`config.mk`:
```
export PLATFORM = sky130hd
export DESIGN_NAME = parity_frame_tx
export DESIGN_NICKNAME = d
export VERILOG_FILES = /design/src/rtl/parity_frame_tx.sv
export SDC_FILE = /design/constraint.sdc
export NUM_CORES = 1
export LEC_CHECK = 0
export BUFFER_PORTS_ARGS = -buffer_cell sky130_fd_sc_hd__buf_2
export CAP_MARGIN = 30
export CORE_AREA = 2 2 57 59
export DETAILED_ROUTE_END_ITERATION = 12
export DIE_AREA = 0 0 59 61
export GPL_ROUTABILITY_DRIVEN = 1
export SETUP_SLACK_MARGIN = 0.5
export SLEW_MARGIN = 20
export SYNTH_ARGS = -nofsm -noshare
export SYNTH_HDL_FRONTEND = slang
export SYNTH_SLANG_ARGS = --single-unit
```
`constraint.sdc`:
```
create_clock -name clk -period 2.9 [get_ports clk]
set_input_delay 0.145 -clock clk [delete_from_list [all_inputs] [get_ports clk]]
set_output_delay 0.145 -clock clk [all_outputs]
set_load 0.005 [all_outputs]
```
`src/rtl/parity_frame_tx.sv`:
```
// Serial frame transmitter: start, DATA_W data bits LSB first, parity, stop.
// Optional handshake-time parity recheck when PARITY_RECHECK_EN is defined.
module parity_frame_tx #(
  parameter int DATA_W     = 4,
  parameter int BIT_CYCLES = 4,
  parameter int PARITY_ODD = 0
) (
  input  logic              clk,
  input  logic              rst_n,
  input  logic [DATA_W-1:0] data_in,
  input  logic              even_parity,
  input  logic              odd_parity,
  input  logic              in_valid,
  output logic              in_ready,
  output logic              tx_out,
  output logic              busy,
  output logic              frame_done,
  output logic              parity_err
);

  localparam int CW = (BIT_CYCLES > 1) ? $clog2(BIT_CYCLES) : 1;
  localparam int BW = (DATA_W > 1) ? $clog2(DATA_W) : 1;
  localparam logic [CW-1:0] CYC_LAST = CW'(BIT_CYCLES - 1);
  localparam logic [BW-1:0] BIT_LAST = BW'(DATA_W - 1);

  typedef enum logic [2:0] {
    IDLE, START, DATA, PARITY, STOP
  } state_e;

  state_e            state_q;
  logic [CW-1:0]     cyc_q;
  logic [BW-1:0]     bit_q;
  logic [DATA_W-1:0] sh_q;
  logic              par_q;
  logic              tx_q;
  logic              done_q;

  logic hs;
  logic par_sel;
  logic cyc_end;
  logic done_nxt;

  assign par_sel  = (PARITY_ODD != 0) ? odd_parity : even_parity;
  assign hs       = in_valid && (state_q == IDLE);
  assign cyc_end  = (cyc_q == CYC_LAST);

  // Raise frame_done so it lands on the last stop-bit cycle.
  assign done_nxt =
    (state_q == PARITY && cyc_end && BIT_CYCLES == 1) ||
    (state_q == STOP && !cyc_end &&
     int'(cyc_q) == BIT_CYCLES - 2);

  assign in_ready   = (state_q == IDLE);
  assign busy       = (state_q != IDLE);
  assign tx_out     = tx_q;
  assign frame_done = done_q;

  always_ff @(posedge clk or negedge rst_n) begin
    if (!rst_n) begin
      state_q <= IDLE;
      cyc_q   <= '0;
      bit_q   <= '0;
      sh_q    <= '0;
      par_q   <= 1'b0;
      tx_q    <= 1'b1;
      done_q  <= 1'b0;
    end else begin
      done_q <= done_nxt;
      unique case (state_q)
        IDLE: begin
          if (hs) begin
            state_q <= START;
            sh_q    <= data_in;
            par_q   <= par_sel;
            tx_q    <= 1'b0;
            cyc_q   <= '0;
          end
        end
        START: begin
          if (cyc_end) begin
            state_q <= DATA;
            cyc_q   <= '0;
            bit_q   <= '0;
            tx_q    <= sh_q[0];
            sh_q    <= sh_q >> 1;
          end else begin
            cyc_q <= cyc_q + CW'(1);
          end
        end
        DATA: begin
          if (cyc_end) begin
            cyc_q <= '0;
            if (bit_q == BIT_LAST) begin
              state_q <= PARITY;
              tx_q    <= par_q;
            end else begin
              bit_q <= bit_q + BW'(1);
              tx_q  <= sh_q[0];
              sh_q  <= sh_q >> 1;
            end
          end else begin
            cyc_q <= cyc_q + CW'(1);
          end
        end
        PARITY: begin
          if (cyc_end) begin
            state_q <= STOP;
            cyc_q   <= '0;
            tx_q    <= 1'b1;
          end else begin
            cyc_q <= cyc_q + CW'(1);
          end
        end
        STOP: begin
          if (cyc_end) begin
            state_q <= IDLE;
            cyc_q   <= '0;
          end else begin
            cyc_q <= cyc_q + CW'(1);
          end
        end
        default: begin
          state_q <= IDLE;
          tx_q    <= 1'b1;
        end
      endcase
    end
  end

`ifdef PARITY_RECHECK_EN
  logic perr_q;
  logic par_calc;

  assign par_calc = (PARITY_ODD != 0) ? ~^data_in : ^data_in;

  always_ff @(posedge clk or negedge rst_n) begin
    if (!rst_n) begin
      perr_q <= 1'b0;
    end else begin
      perr_q <= hs && (par_calc != par_sel);
    end
  end

  assign parity_err = perr_q;
`else
  assign parity_err = 1'b0;
`endif

endmodule

```
# After elaboration in Yosys (flattened, before gate mapping)
# Index checks and enable logic that the tools add are counted.
dict set report totals {
  reg_bits 14
  latchBits 0
  mem_bits_rw 0
  rom_bits 0
  in_bits 9
  out_inout_bits 5
  wordCells 65
  memories 0
}
dict set report op_classes {
  n_addsub 2
  mul 0
  div_mod_pow 0
  magnitude_cmp 0
  n_eq_ne 14
  shifts 0
  muxes 25
  bitwise 1
  reduce_logical 16
}
# cell count
set op_table {}
lappend op_table {{$mux 3} 6}
lappend op_table {{$mux 4} 4}
lappend op_table {{$pmux 3 s5} 1}
lappend op_table {{$ne 2x2->1 const B} 6}
lappend op_table {{$pmux 4 s3} 1}
lappend op_table {{$mux 2} 5}
lappend op_table {{$reduce_and 5->1} 2}
lappend op_table {{$pmux 2 s2} 2}
lappend op_table {{$eq 2x2->1 const B} 3}
lappend op_table {{$eq 3x2->1 const B} 2}
lappend op_table {{$reduce_and 6->1} 1}
lappend op_table {{$reduce_bool 3->1} 2}
lappend op_table {{$mux 1} 5}
lappend op_table {{$pmux 1 s5} 1}
lappend op_table {{$add 2x1->2 const B} 2}
lappend op_table {{$reduce_and 2->1} 2}
lappend op_table {{$reduce_and 4->1} 1}
lappend op_table {{$reduce_bool 2->1} 2}
lappend op_table {{$reduce_or 4->1} 1}
lappend op_table {{$eq 3x1->1 const B} 1}
lappend op_table {{$eq 3x3->1 const B} 1}
lappend op_table {{$logic_and 1x1->1} 3}
lappend op_table {{$logic_not 3->1} 1}
lappend op_table {{$ne 2x1->1 const B} 1}
lappend op_table {{2 further kinds} 2}

# Logic depth before layout (Yosys ltp)
# Gate-level depths: netlist of run 1.
dict set report depth {
  ltp_word 4
  ltp_mapped 6
  mapped_depth_nobuf 5
}

# Worst setup path before layout of run 1
# Ideal clock, no wire load.
dict set report synth_timing {
  kind {flip-flop to flip-flop}
  startpoint {register cyc_q[0]}
  endpoint {register sh_q[3]}
  setup_time_ns 0.127
  t_arrival_ns 1.465
  t_required_ns 2.773
  slack_ns 1.307
  path_stages_with_launch 7
  n_path_buf 1
  synth_period_minus_slack_ns 1.593
  cell_sequence {dfrtp_1 ha_1 buf_2 nand2_1 a21oi_1 o21a_2 mux2_1}
}
dict set report synth_between {
  elab_chain_len 3
  elab_cells_between_ends 4
  cone_classes {3 x eq/ne; 1 x reduce/logical}
}
# item line
set synth_lines {}
lappend synth_lines {{start, declared} 31} ;# logic [CW-1:0] cyc_q;
lappend synth_lines {{start signal, assigned} 87} ;# cyc_q <= cyc_q + CW'(1);
lappend synth_lines {{start signal, assigned} 102} ;# cyc_q <= cyc_q + CW'(1);
lappend synth_lines {{start signal, assigned} 111} ;# cyc_q <= cyc_q + CW'(1);
lappend synth_lines {{$eq 2x2->1 (*)} 45} ;# assign cyc_end = (cyc_q == CYC_LAST);
lappend synth_lines {{$ne 2x2->1 (no source line)} -}
lappend synth_lines {{$reduce_and 5->1 (no source line) (*)} -}
lappend synth_lines {{end signal, assigned} 73} ;# sh_q <= data_in;
lappend synth_lines {{end signal, assigned} 85} ;# sh_q <= sh_q >> 1;
lappend synth_lines {{end signal, assigned} 99} ;# sh_q <= sh_q >> 1;
lappend synth_lines {{end, declared} 33} ;# logic [DATA_W-1:0] sh_q;
# Mark *: on every way between the ends. The rest lies on a longest branch, timed or not.
# A chain may end at the register's enable or synchronous reset.

# Worst setup path in the final report of run 1
dict set report layout_timing {
  startpoint {register cyc_q[0]}
  endpoint {register sh_q[1]}
}
# The elaborated chain is that of the path after synthesis.

==> results.sh, run 1 <==
export IMPL_detail_route_antenna_nets=0
export IMPL_synth_top_area_share=0.377
export IMPL_required_ps=3080
export IMPL_drc=0
export IMPL_yosysMostFrequentCell="dfrtp_1"
export IMPL_io_buffer_count=11
export IMPL_cp_max_fo=10
export IMPL_synth_area_leader_cell="dfrtp_1"
export IMPL_dp_hpwl_um=1190
export IMPL_crit_arrival_ps=1970
export IMPL_yosysWarnings=0
export IMPL_postCtsSetupBuffers=0
export IMPL_vias=638
export IMPL_max_freq_mhz=558
export IMPL_gp_routability_congestion=0.712
export IMPL_grt_overflow=0
export IMPL_grt_pass1_wl_um=2730
export IMPL_critPathKind="flop to flop"
export IMPL_min_from="even_parity"
export IMPL_tns_ps=0
export IMPL_syn_to_final_growth_pct=10.9
export IMPL_total_power_uw=991
export IMPL_critPathCaptureType="flop"
export IMPL_cts_root_buf="clkbuf_4"
export IMPL_status="complete, no violations"
export IMPL_syn_nets=96
export IMPL_synth_area_leaders="dfrtp_1, mux2_2, ha_1"
export IMPL_synth_common_cells="dfrtp_1, nor2_1, o21ai_0"
export IMPL_r2r_start="cyc_q[0]"
export IMPL_die_width_um=59
export IMPL_antenna_found_initial=0
export IMPL_fin_ws_ps=1110
export IMPL_layout_min_cycle_time_ps=1790
export IMPL_core_area_um2=2950
export IMPL_startpoint_type="flop"
export IMPL_die_area_um2=3600
export IMPL_synthCells=83
export IMPL_synth_async_sr_flop_share=1.00
export IMPL_p_int_uw=597
export IMPL_ys_ff_latch=14
export IMPL_post_route_period_util=0.618
export IMPL_seq_power_share=0.387
export IMPL_n_fill_cell=330
export IMPL_synth_cell_types=36
export IMPL_vias_per_cell=5.02
export IMPL_clock_sinks=14
export IMPL_yosys_most_used_dff="dfrtp_1"
export IMPL_ys_seq_area_frac=0.407
export IMPL_setup_viol=0
export IMPL_vdd_ir_drop_max_mv=0.405
export IMPL_fin_nets=108
export IMPL_hp_class="primary input to flop"
export IMPL_dpl_worst_slack_ps=1110
export IMPL_regArea_um2=352
export IMPL_io_pins=14
export IMPL_first_iter_violations=9
export IMPL_slew_viol_final=0
export IMPL_hold_violations=0
export IMPL_die_y_um=61
export IMPL_grt_pass1_vias=614
export IMPL_cts_max_level=1
export IMPL_num_antenna_cells=0
export IMPL_std_cell_rows=20
export IMPL_cap_violations=0
export IMPL_power_density_nw_per_um2=1040
export IMPL_p_switching_uw=393
export IMPL_skew_ps=1.07
export IMPL_avgSynthCellArea_um2=10.4
export IMPL_grt_use_total=0.103
export IMPL_routed_wl_um=1540
export IMPL_worstSetupStartpoint="cyc_q[0]"
export IMPL_dr_pass1_iters=4
export IMPL_power_leakage_uw=0.000435
export IMPL_multi_input_area_um2=462
export IMPL_pwr_share_clk=0.122
export IMPL_start_util=0.292
export IMPL_clkSlewWorstSetupHoldPaths_ps=80
export IMPL_wl_per_cell_um=12.1
export IMPL_numCtsBuffers=3
export IMPL_syn_area_um2=863
export IMPL_cts_tree="done"
export IMPL_clk_path_buf_depth=2
export IMPL_swShare=0.397
export IMPL_rsz0062_at_grt="false"
export IMPL_pwr_share_comb=0.491
export IMPL_grt_max_degree=15
export IMPL_clk_latency_ps=290
export IMPL_layout_drive_gt1_share=0.319
export IMPL_synth_edff_count=0
==> critical path: stages, from the launching register on <==
cell	delay [ps]
dfrtp_1	430
ha_1	370
nand2_1	180
a21oi_1	160
o21a_2	200
mux2_2	340
==> worst paths after layout <==
kind | to | slack (ps) | depth (start not counted)
worst max-delay path | sh_q[1] | 1110 | 5
worst min-delay path | par_q | 90 | 2
max in group asynchronous | tx_out | 2330 | 2
worst max register to register | sh_q[1] | 1110 | 5
min in group asynchronous | sh_q[2] | 270 | 2
worst min register to register | sh_q[3] | 500 | 1
==> cell type report <==
cell class              instances  share of cell area
clock buffers                   4              0.0275
inverters                       3              0.0118
multi-input cells              61               0.482
flip-flops and latches         14               0.367
well taps                      33              0.0431
repair buffers                 12              0.0680
==> state kept, by name, indices dropped and copies added, names as in the netlist <==
signal	count
par_q	1
tx_out	1
frame_done	1
cyc_q	2
sh_q	4
state_q	3
bit_q	2
==> kinds of logic (layout without fill, tap and decap cells) <==
| family | count (synthesis) | in the layout | share of synthesized area |
|---|---|---|---|
| other cells | 1 | 1 | 0.00434 |
| flops | 14 | 14 | 0.407 |
| simple gates | 25 | 25 | 0.164 |
| buf+inv | 8 | 19 | 0.0580 |
| fa+ha+maj | 4 | 4 | 0.0580 |
| xor+xnor | 1 | 1 | 0.0101 |
| mux | 10 | 10 | 0.143 |
| compound gates | 20 | 20 | 0.155 |
==> layer usage <==
metal | up-vias | wire length (µm) | track usage
met4 | 0 | 30 | 0.0487
met2 | 12 | 778 | 0.178
met1 | 312 | 663 | 0.120
met3 | 3 | 67 | 0.0256
met5 | - | 0 | 0
li1 | 311 | - | -
==> power groups by stage <==
stage	sequential [µW]	combinational [µW]	clock, µW
2_1_floorplan	327	471	0
3_3_place_gp	384	473	0
3_5_place_dp	390	493	0
4_1_cts	386	496	126
5_1_grt	398	548	131
6_report	384	486	121
==> metrics by stage <==
stage | cells | cell area [µm²] | hold WS [ps] | util
2_1_floorplan | 83 | 863 | -151 | -
3_3_place_gp | 122 | 921 | 56.6 | 0.312
3_5_place_dp | 122 | 921 | 65.6 | 0.312
4_1_cts | 127 | 957 | 83.0 | 0.324
5_1_grt | 127 | 957 | 89.7 | 0.324
6_report | 127 | 957 | 85.5 | 0.324
==> cells in the final DEF (no fill, tap or decap), types with 2 or more instances in the layout <==
master and n:
nor2b_1 2, nand2_1 6, ha_1 4, buf_2 11
inv_1 3, dfrtp_1 13, o21ai_0 7, nor3b_1 2
mux2_4 3, clkbuf_4 3, nor2_1 7, mux2_2 6
a21oi_1 4
==> timing repair <==
action / 4_1_cts / 5_1_grt
hold buffers: 1 / 0
gates resized for setup: 0 / 0
endpoints found under the hold margin: 13 / 0
No activity file was read; power rests on OpenSTA's default activity.
==> run 2, diff against run 1 <==
clock period = 1.7 ns   (was 2.9 ns; I/O delays follow)
==> run 2 against run 1 <==
  * Fmax up 19%
  * Via count grew 8.8%
  * Clock skew increased by 2.8 ps
  * Critical endpoint unchanged
  * Routed wire length up 21%
  * Final cell count increased by 14%
  * Total power rose by 130%
  * Register-to-register slack got worse by 920 ps
  * Core utilization up 9.1 points
  * Clock power is 100% higher
  * Count of clock-buffer cells in the layout stayed put
==> results.sh, run 2 (same netlist as run 1, synthesis figures left out) <==
export IMPL_power_density_nw_per_um2=1890
export IMPL_num_antenna_cells=0
export IMPL_routed_wl_um=1860
export IMPL_numCtsBuffers=3
export IMPL_required_ps=1870
export IMPL_max_freq_mhz=662
export IMPL_layout_common_cells="buf_4, buf_2, dfrtp_1"
export IMPL_layout_min_cycle_time_ps=1510
export IMPL_wl_per_cell_um=12.8
export IMPL_critPathKind="flop to flop"
export IMPL_dp_hpwl_um=1250
export IMPL_grt_use_total=0.107
export IMPL_grt_pass1_vias=664
export IMPL_io_pins=14
export IMPL_hold_violations=0
export IMPL_cp_max_fo=5
export IMPL_slew_viol_final=0
export IMPL_setup_viol=0
export IMPL_die_y_um=61
export IMPL_reg_top3="sh_q x4, state_q x3"
export IMPL_detail_route_antenna_nets=0
export IMPL_start_util=0.292
export IMPL_std_cell_rows=20
export IMPL_grt_max_degree=15
export IMPL_power_leakage_uw=0.000553
export IMPL_startpoint_type="flop"
export IMPL_cts_tree="done"
export IMPL_status="complete, no violations"
export IMPL_drc=0
export IMPL_cap_violations=0
export IMPL_rsz0062_at_grt="true"
export IMPL_die_area_um2=3600
export IMPL_fin_nets=126
export IMPL_largest_reg_flops=4
export IMPL_grt_overflow=0
export IMPL_critPathCaptureType="flop"
export IMPL_syn_to_final_growth_pct=41.9
export IMPL_r2r_setup_slack_ps=190
export IMPL_vias_per_cell=4.79
export IMPL_clk_path_buf_depth=2
export IMPL_crit_arrival_ps=1680
export IMPL_min_path_cells=2
export IMPL_fin_util=0.415
export IMPL_first_iter_violations=29
export IMPL_die_width_um=59
export IMPL_antenna_found_initial=0
export IMPL_top_register="sh_q"
export IMPL_clkSlewWorstSetupHoldPaths_ps=90
export IMPL_core_area_um2=2950
export IMPL_vias=694
export IMPL_tns_ps=0
export IMPL_dr_pass1_iters=4
export IMPL_gp_routability_congestion=0.806
export IMPL_clock_sinks=14
export IMPL_clk_latency_ps=280
export IMPL_cts_root_buf="clkbuf_4"
export IMPL_hp_class="primary input to flop"
export IMPL_cts_max_level=1
export IMPL_final_common_cell="buf_4"
export IMPL_io_buffer_count=11
export IMPL_post_route_period_util=0.889
export IMPL_layout_drive_gt1_share=0.598
export IMPL_vdd_ir_drop_max_mv=0.930
export IMPL_grt_pass1_wl_um=2950
export IMPL_skew_ps=3.83
export IMPL_worstRegToRegCells=4
==> run 2: cell types whose count changed in the layout (fill, tap and decap cells not counted), sizes merged <==
| cell | delta |
|---|---|
| buf | +18 |
==> run 2: metal layers <==
| layer | part of all wire | up-vias | GRT usage |
|---|---|---|---|
| met5 | 0 | - | 0 |
| met4 | 0.016 | 0 | 0 |
| met3 | 0.041 | 2 | 0.0384 |
| met2 | 0.48 | 17 | 0.184 |
| met1 | 0.46 | 330 | 0.137 |
| li1 | - | 345 | - |
==> run 2: per-stage QoR <==
| step | instances | hold WS (ps) | power, µW | setup slack [ps] | area [µm²] |
|---|---|---|---|---|---|
| final | 145 | 29.1 | 2320 | 189 | 1220 |
| after global routing | 145 | 16.2 | 2500 | 150 | 1220 |
| after CTS | 139 | 25.2 | 2120 | 180 | 1140 |
| after detailed placement | 127 | 6.19 | 1670 | 121 | 991 |
| after global placement | 127 | 0.846 | 1640 | 145 | 991 |
| after floorplan | 83 | -211 | 1470 | 185 | 902 |
==> run 2: layout make-up <==
type	count	area, µm²
tap	33	41.3
clock buffer	4	36.3
sequential	14	355
multi-input combinational	61	566
inverter	3	11.3
fill	286	1730
timing repair buffer	30	215
==> run 2: worst paths after layout <==
check,endpoint,start
min reg2reg,sh_q[3],sh_q[3]
max reg2reg,sh_q[1],state_q[1]
min,par_q,even_parity
max,sh_q[1],state_q[1]
max in group asynchronous,tx_out,rst_n
min in group asynchronous,frame_done,rst_n
==> run 2: critical path, stage by stage (launching register included) <==
cell,delay [ps]
dfrtp_2,460
nand2b_4,170
a21oi_4,200
mux2_4,320
mux2_4,260
==> run 2: power breakdown <==
part           leakage [µW]  switching, µW  total (µW)  internal [µW]
Combinational      0.000361            618        1450            836
Sequential         0.000170            135         621            486
Clock             0.0000210            112         243            130
==> run 2: repair_timing <==
action | 4_1_cts | 5_1_grt
pin swaps | 6 | 4
hold buffers | 1 | 0
endpoints found under the hold margin | 14 | 0
buffers inserted | 7 | 6
setup endpoints to repair | 15 | 15
resized for setup | 13 | 10
